==> src/rtl/fifo_main_param.sv <==
// fifo_main_param: main-buffer FIFO that sits between the input stage and the
// virtual-channel demux. It has a separate full-width occupancy count,
// almost-full/almost-empty thresholds that can be changed at runtime, a
// registered pop port with a valid strobe, pause hysteresis and a registered
// error flag.
//
// Parameters: DATA_SIZE (word width), ADDR_SIZE (pointer width, DEPTH = 2**ADDR_SIZE)
// Ports:
//   clk, reset                - rising-edge clock, asynchronous active-high reset
//   push, pop, data_in        - write request, read request, write data
//   af_thr, ae_thr            - almost-full / almost-empty thresholds (live inputs)
//   err_clr                   - clears the sticky error flag
//   data_out, data_valid      - registered pop data and its one-cycle strobe
//   data_count                - occupancy, 0..DEPTH
//   fifo_empty, fifo_full     - count==0 / count==DEPTH
//   almost_full, almost_empty - threshold flags, derived combinationally from count
//   pause                     - registered flow-control request, with hysteresis
//   error                     - registered protocol-violation flag
// Build option: FIFO_ERR_STICKY_EN makes error sticky until err_clr.
module fifo_main_param #(
   parameter int unsigned DATA_SIZE = 6,
   parameter int unsigned ADDR_SIZE = 3
) (
   input  logic                 clk,
   input  logic                 reset,
   input  logic                 push,
   input  logic                 pop,
   input  logic [DATA_SIZE-1:0] data_in,
   input  logic [ADDR_SIZE:0]   af_thr,
   input  logic [ADDR_SIZE:0]   ae_thr,
   input  logic                 err_clr,
   output logic [DATA_SIZE-1:0] data_out,
   output logic                 data_valid,
   output logic [ADDR_SIZE:0]   data_count,
   output logic                 fifo_empty,
   output logic                 fifo_full,
   output logic                 almost_full,
   output logic                 almost_empty,
   output logic                 pause,
   output logic                 error
);

   localparam int unsigned DEPTH = 2 ** ADDR_SIZE;
   localparam logic [ADDR_SIZE:0]   FULL_CNT = {1'b1, {ADDR_SIZE{1'b0}}};
   localparam logic [ADDR_SIZE:0]   CNT_ONE  = {{ADDR_SIZE{1'b0}}, 1'b1};
   localparam logic [ADDR_SIZE-1:0] PTR_ONE  = {{(ADDR_SIZE-1){1'b0}}, 1'b1};

   logic [DATA_SIZE-1:0] mem [DEPTH];
   logic [ADDR_SIZE-1:0] wr_ptr;
   logic [ADDR_SIZE-1:0] rd_ptr;
   logic [ADDR_SIZE:0]   count;
   logic                 push_ok;
   logic                 pop_ok;
   logic                 err_cond;

   always_comb begin
      fifo_empty   = (count == '0);
      fifo_full    = (count == FULL_CNT);
      almost_full  = (count >= af_thr);
      almost_empty = (count <= ae_thr) && (count != '0);
      pop_ok       = pop & ~fifo_empty;
      // When the FIFO is full, a push is accepted only together with a successful pop.
      push_ok      = push & (~fifo_full | pop_ok);
      err_cond     = (push & fifo_full & ~pop_ok) | (pop & fifo_empty);
   end

   assign data_count = count;

   // The storage array has no reset; its contents cannot be observed until they have been written.
   always_ff @(posedge clk) begin
      if (push_ok) mem[wr_ptr] <= data_in;
   end

   always_ff @(posedge clk or posedge reset) begin
      if (reset) begin
         wr_ptr     <= '0;
         rd_ptr     <= '0;
         count      <= '0;
         data_out   <= '0;
         data_valid <= 1'b0;
         pause      <= 1'b0;
      end else begin
         if (push_ok) wr_ptr <= wr_ptr + PTR_ONE;
         if (pop_ok) begin
            rd_ptr   <= rd_ptr + PTR_ONE;
            data_out <= mem[rd_ptr];
         end
         data_valid <= pop_ok;
         case ({push_ok, pop_ok})
            2'b10:   count <= count + CNT_ONE;
            2'b01:   count <= count - CNT_ONE;
            default: count <= count;
         endcase
         // Pause hysteresis: raise at almost-full, drop at or below ae_thr, otherwise hold.
         if (almost_full)           pause <= 1'b1;
         else if (count <= ae_thr)  pause <= 1'b0;
      end
   end

`ifdef FIFO_ERR_STICKY_EN
   // A new violation takes priority over err_clr in the same cycle.
   always_ff @(posedge clk or posedge reset) begin
      if (reset) error <= 1'b0;
      else       error <= err_cond | (error & ~err_clr);
   end
`else
   logic unused_err_clr;
   assign unused_err_clr = err_clr;

   always_ff @(posedge clk or posedge reset) begin
      if (reset) error <= 1'b0;
      else       error <= err_cond;
   end
`endif

endmodule

==> config.mk <==
export PLATFORM = sky130hd
export DESIGN_NAME = fifo_main_param
export DESIGN_NICKNAME = d
export VERILOG_FILES = /design/src/rtl/fifo_main_param.sv
export SDC_FILE = /design/constraint.sdc
export NUM_CORES = 1
export LEC_CHECK = 0
export ABC_AREA = 1
export BUFFER_PORTS_ARGS = -buffer_cell sky130_fd_sc_hd__clkbuf_2
export CORE_ASPECT_RATIO = 0.7
export CORE_MARGIN = 4
export CORE_UTILIZATION = 30
export DETAILED_ROUTE_END_ITERATION = 10
export GPL_TIMING_DRIVEN = 0
export HOLD_SLACK_MARGIN = 0.05
export PLACE_DENSITY = 0.5
export SLEW_MARGIN = 10
export SYNTH_ARGS = -nofsm -noshare
export SYNTH_HDL_FRONTEND = slang
export SYNTH_SLANG_ARGS = --single-unit
==> constraint.sdc <==
create_clock -name clk -period 2.3 [get_ports clk]
set_input_delay 0.115 -clock clk [delete_from_list [all_inputs] [get_ports clk]]
set_output_delay 0.115 -clock clk [all_outputs]
set_load 0.02 [all_outputs]
==> results of run 1 <==
## cell usage in the layout, fill, tap and decap left out, types with 6 or more instances in the layout
| cell | instances |
|---|---|
| clkbuf_16 | 9 |
| nand2_1 | 41 |
| ha_1 | 11 |
| o211ai_1 | 6 |
| clkbuf_2 | 34 |
| nor2_1 | 39 |
| dfrtp_1 | 19 |
| o21ai_0 | 29 |
| edfxtp_1 | 48 |
| o22ai_1 | 7 |
| o221ai_1 | 6 |
| clkbuf_1 | 6 |
| inv_1 | 28 |
## synth_stat cells, types with 2 or more instances
library cell and count:
edfxtp_1 48, nand2_1 41, nor2_1 39, o21ai_0 29
inv_1 28, dfrtp_1 19, ha_1 11, o22ai_1 7
clkbuf_1 6, o211ai_1 6, o221ai_1 6, nand2_2 5
xor2_1 5, inv_2 3, nand3_1 3, a21oi_1 2
nand2_4 2, nand4_1 2
## routing by layer
metal | GRT usage (%) | vias to the layer above | part of all wire (%)
met5 | 0 | - | 0
met4 | 4.55 | 0 | 1.3
met1 | 18.1 | 993 | 51
met2 | 17.5 | 34 | 45
li1 | - | 1033 | -
met3 | 2.88 | 9 | 3.4
## state kept, by name (all words and copies together) (netlist names)
register    count
wr_ptr          3
data_count      4
pause           1
data_out        6
rd_ptr          3
mem            48
data_valid      1
error           1
## where the power goes
part / total [mW] / switching (mW) / internal [mW]
registers: 1.77 / 0.197 / 1.58
logic: 1.75 / 1.19 / 0.567
clock network: 1.66 / 0.499 / 1.17
## through the flow
stage | total power, mW | util [%] | instance area [µm²] | std cells | setup slack [ns]
finish | 5.19 | 38.0 | 3700 | 450 | 0.251
global route | 5.53 | 38.0 | 3700 | 450 | 0.125
CTS | 5.26 | 38.0 | 3700 | 450 | 0.234
detailed placement | 3.57 | 34.2 | 3320 | 433 | 0.249
global placement | 3.55 | 34.2 | 3320 | 433 | 0.262
floorplan | 2.97 | - | 2990 | 271 | 0.433
## layout make-up
class                           instances  area [µm²]  share of cell area [%]
Clock buffer                            9         225                    6.09
Buffer                                  7        27.5                   0.744
Tap cell                              128         160                    4.33
Inverter                               31         116                    3.15
Multi-Input combinational cell        166         932                    25.2
Clock inverter                          7         140                    3.79
Timing Repair Buffer                   35         180                    4.87
Sequential cell                        67        1920                    51.8
## kinds of logic after synthesis
group,after synthesis,synth area share [%]
xor gates and xnor gates,6,1.76
adders and majority gates,11,4.60
DFF,67,64.0
and+or+nand+nor,95,14.0
buffers and inverters,38,4.81
AOI/OAI and AO/OA,54,10.8
## path summary, 6_finish.rpt
| check | start | endpoint | slack [ns] | cells past startpoint |
|---|---|---|---|---|
| worst max-delay path | data_count[1] | mem[2][2] | 0.25 | 5 |
| worst min-delay path | data_in[0] | mem[5][0] | 0.07 | 1 |
| worst max register to register | data_count[1] | mem[2][2] | 0.25 | 5 |
| worst min register to register | data_out[1] | data_out[1] | 0.48 | 2 |
| max in group asynchronous | reset | data_count[1] | 1.32 | 3 |
| min in group asynchronous | reset | data_out[5] | 0.48 | 3 |
## repair_timing
| action | CTS | global route |
|---|---|---|
| hold buffers | 1 | 0 |
| setup buffers | 0 | 0 |
| endpoints found under the hold margin | 19 | 0 |
==> results.yml, run 1 <==
logic_synthesis:
  syn_nets: 301
  synthArstFlopShare_pct: 28.4
  syn_avg_cell_area_um2: 11.0
  synth_area_leader_cell: "edfxtp_1"
  synthTopCellsByArea: "edfxtp_1 (48%), dfrtp_1 (16%), nand2_1 (5.1%)"
  synthFlopType: "edfxtp_1"
  synth_edf_count: 48
  synth_top_area_share_pct: 48.2
  yosysSeqAreaShare_pct: 64.0
  synth_cells: 271
  syn_area_um2: 2990
  ys_ff_latch: 67
  ys_warn_count: 0
  ys_types: 27
outcome:
  status: "complete, no violations"
timing:
  tightestPinTransition_ns: 0.808
  finalSetupViolCount: 0
  hold_violations: 0
  final.setup_skew_ns: 0.00430
  holdWs_ns: 0.0739
  tns_ns: 0
  report.final.slew_viol_count: 0
  max_freq_mhz: 488
  finalCriticalPeriod_ns: 2.05
  rsz0062_at_grt: "no"
  finalCritPeriodShare_pct: 89.1
  slew_headroom_pct: 46.1
floorplan:
  placeableCoreArea_um2: 9720
  fp.dieH_um: 91.6
  num_io_pins: 36
  die_w_um: 127
  initial_core_util_pct: 30.8
  die_area_um2: 11700
  num_rows: 30
global_route:
  grt-ovfl-total: 0
  grt_use_total_pct: 12.3
  grt_max_degree: 20
  grt_pass1_wl_um: 10800
  grt_pass1_vias: 1971
  antenna_found_initial: 0
setup_path:
  critPathMaxFanout: 7
  worstSetupEndpointType: "flop"
  max_stage_delay_ns: 0.57
  crit_chain: "nor4_2 > nand2_2 > nand2_2 > or2_2 > nor2_1"
  cp_top_family: "simple AND/OR/NAND/NOR gates"
  path_buf_inv: 0
  worstSetupPathType: "flop to flop"
  crit_arrival_ns: 2.01
  crit_slowest_cell: "nor2_1"
  required_ns: 2.26
  cp-start-kind: "flop"
  crit_top_cell: "nand2_2"
route:
  drt-initial-drc-count: 138
  drc: 0
  dr.pass1.iters: 4
  ant_nets: 0
  wirelength_um: 6820
  vias_per_cell: 4.60
  vias: 2069
  wire_per_inst_um: 15.2
job:
  drv_cap: 0
clocking:
  clockBufferDepth: 2
  clk_pin_slew_ns: 0.06
  cts_resized: 0
  cts_inserted_buffers: 9
  worstSkewPairLatency_ns: 0.33
  htree_num_levels: 3
  root_buffer: "clkbuf_16"
  cts_tree: "done"
  clkSinkCount: 67
finish:
  antennaDiodeCount: 0
  area_delta_synth_final_pct: 23.6
  fillers: 945
  drive_above_1_share_pct: 19.9
  num-nets-final: 347
placement:
  hpwl_um: 4870
  place.gp.congestion: 0.818
  port_buffers: 34
pwr:
  p_per_area_nw_per_um2: 1400
  cellLeakagePower_nw: 1.57
  peakVddDrop_uv: 465
worst_hold_path:
  hp-class: "input pin to flop"
Power figures use the tool's default switching activity.
==> run 2: changes to the inputs <==
--- a/config.mk
+++ b/config.mk
@@ -9,11 +9,11 @@
 export BUFFER_PORTS_ARGS = -buffer_cell sky130_fd_sc_hd__clkbuf_2
 export CORE_ASPECT_RATIO = 0.7
 export CORE_MARGIN = 4
-export CORE_UTILIZATION = 30
+export CORE_UTILIZATION = 50
 export DETAILED_ROUTE_END_ITERATION = 10
 export GPL_TIMING_DRIVEN = 0
 export HOLD_SLACK_MARGIN = 0.05
-export PLACE_DENSITY = 0.5
+export PLACE_DENSITY = 0.73
 export SLEW_MARGIN = 10
 export SYNTH_ARGS = -nofsm -noshare
 export SYNTH_HDL_FRONTEND = slang
==> run 2 against run 1 <==
Total power fell by 14%. Critical path type is now flop to output pin. Sequential share of layout area rose by 3.6 points. Die area fell by 37%. Register-to-register slack improved by 0.07 ns. Worst hold slack got worse by 0.0077 ns. Global-route usage rose by 7.7 points. Clock skew rose by 0.0050 ns. Highest routed layer unchanged. Maximum frequency rose by 3.1%.
==> results.yml, run 2 (synthesis results as in run 1) <==
pwr:
  fin_total_pwr_mw: 4.48
  p_sw_mw: 1.82
  p_int_mw: 2.67
  p_seq_share_pct: 39.6
  power_switching_share_pct: 40.5
  cellLeakagePower_nw: 1.49
  comb_power_share_pct: 39.2
  peakVddDrop_uv: 549
  p_per_area_nw_per_um2: 1300
  p_clk_share_pct: 21.3
route:
  wire_per_inst_um: 16.6
  met3_length_um: 633
  drt-initial-drc-count: 167
  dr.pass1.iters: 4
  drc: 0
  wl_met2_um: 2990
  top_layer: "met4"
  ant_nets: 0
  vias_per_cell: 5.27
  m1WireLength_um: 2880
  wirelength_um: 6600
  vias: 2092
setup_path:
  crit_start: "data_count[0]"
  reg2reg_depth: 6
  worstSetupPathType: "flop to output pin"
  rr_endpoint: "mem[2][1]"
  critPathMaxFanout: 7
  path_buf_inv: 3
  crit_top_cell: "nor2_1"
  reg2reg_setup_slack_ns: 0.32
  cp_top_family: "flip-flops"
  crit_slowest_cell: "dfrtp_1"
  worstSetupEndpointType: "output pin"
  cp-start-kind: "flop"
  cp.depth: 9
  crit_chain: "inv_1 > ha_1 > nor2_1 > nor2_1 > o21ai_0 > o21ai_0 > inv_1 > nor2_1 > clkbuf_2"
  r2r-start: "data_count[3]"
  crit_arrival_ns: 1.87
  max_stage_delay_ns: 0.50
  required_ns: 2.18
job:
  drv_cap: 0
worst_hold_path:
  hold_path_end: "mem[1][5]"
  min_path_cells: 1
  hp-class: "input pin to flop"
  hold_path_startpoint: "data_in[5]"
timing:
  max_freq_mhz: 503
  final.setup_skew_ns: 0.00927
  finalSetupViolCount: 0
  rsz0062_at_grt: "no"
  finalCritPeriodShare_pct: 86.4
  slew_headroom_pct: 45.0
  hold_violations: 0
  report.final.slew_viol_count: 0
  layout_setup_ws_ns: 0.312
  finalCriticalPeriod_ns: 1.99
  tns_ns: 0
  tightestPinTransition_ns: 0.824
placement:
  hpwl_um: 4570
  post-place-ws_ns: 0.305
  port_buffers: 34
  place.gp.congestion: 0.813
  dpl_cell_area_um2: 3260
finish:
  fillers: 491
  antennaDiodeCount: 0
  layout_commonest_cell: "edfxtp_1"
  drive_above_1_share_pct: 19.9
  num-nets-final: 347
  final_cell_mix: "edfxtp_1 (48), nand2_1 (41), nor2_1 (39)"
  top_register: "mem"
  final_area_um2: 3460
  area_delta_synth_final_pct: 15.6
  largest_reg_flops: 48
floorplan:
  die_area_um2: 7310
  initial_core_util_pct: 52.0
  placeableCoreArea_um2: 5760
  fp.dieH_um: 72.7
  die_w_um: 100
  num_io_pins: 36
  num_rows: 23
global_route:
  grt_use_total_pct: 20.0
  grt-ovfl-total: 0
  grt_pass1_wl_um: 10600
  antenna_found_initial: 0
  grt_max_degree: 20
  grt_pass1_vias: 1980
clocking:
  cts_setup_buffers: 0
  htree_num_levels: 3
  clkSinkCount: 67
  root_buffer: "clkbuf_8"
  cts_tree: "done"
  clk_pin_slew_ns: 0.07
  worstSkewPairLatency_ns: 0.34
  cts_inserted_buffers: 9
  clockBufferDepth: 2
outcome:
  status: "complete, no violations"
==> run 2: changes by cell type in the layout (fill, tap and decap cells not counted) <==
cell	previous run	this run
bufinv_16	4	1
clkbuf_1	6	7
clkbuf_16	9	0
clkbuf_8	0	10
clkinv_1	1	0
clkinv_2	0	3
clkinv_4	1	0
==> run 2: worst reg2reg max path, stage by stage (launching register included) <==
cell	delay [ns]
dfrtp_1	0.48
inv_2	0.09
nor4_2	0.05
nand2_2	0.08
nand2_2	0.06
or2_2	0.32
nor2_1	0.53
==> run 2: power groups by stage <==
stage,registers (mW),logic (mW),clock network [mW]
2_1_floorplan,1.87,1.09,0
3_3_place_gp,1.78,1.71,0
3_5_place_dp,1.79,1.76,0
4_1_cts,1.77,1.77,0.970
5_1_grt,1.81,1.98,1.03
6_report,1.77,1.76,0.953
==> run 2: layout make-up <==
class / count / area [µm²] / area share [%]
flip-flops and latches: 67 / 1920 / 55.4
clock inverters: 5 / 52.6 / 1.52
plain buffers: 7 / 27.5 / 0.795
repair buffers: 35 / 180 / 5.21
inverters: 31 / 116 / 3.36
multi-input cells: 166 / 932 / 26.9
well taps: 75 / 93.8 / 2.71
clock buffers: 11 / 141 / 4.09
==> run 2: how the worst max path moves through the flow <==
| stage | to | slack (ns) |
|---|---|---|
| 2_1_floorplan | mem[3][0] | 0.43 |
| 3_3_place_gp | mem[4][1] | 0.34 |
| 3_5_place_dp | mem[0][0] | 0.30 |
| 4_1_cts | almost_full | 0.27 |
| 5_1_grt | almost_full | 0.16 |
| 6_report | almost_empty | 0.31 |
==> run 2: routing by layer <==
layer	up-vias	track usage [%]
met5	-	0
met1	983	28.9
met4	0	6.73
met3	12	5.92
met2	72	29.1
li1	1025	-
==> run 2: timing repair <==
item | 4_1_cts | 5_1_grt
setup endpoints to repair | 0 | 0
hold buffers | 1 | 0
endpoints found under the hold margin | 19 | 0
resized for setup | 0 | 0
==> run 2: per-stage QoR <==
step,hold slack [ns],utilization [%],cells
after floorplan,0.0661,-,271
after global placement,0.289,56.6,380
after detailed placement,0.290,56.6,380
after CTS,0.0568,60.1,397
after global routing,0.0664,60.1,397
final,0.0662,60.1,397
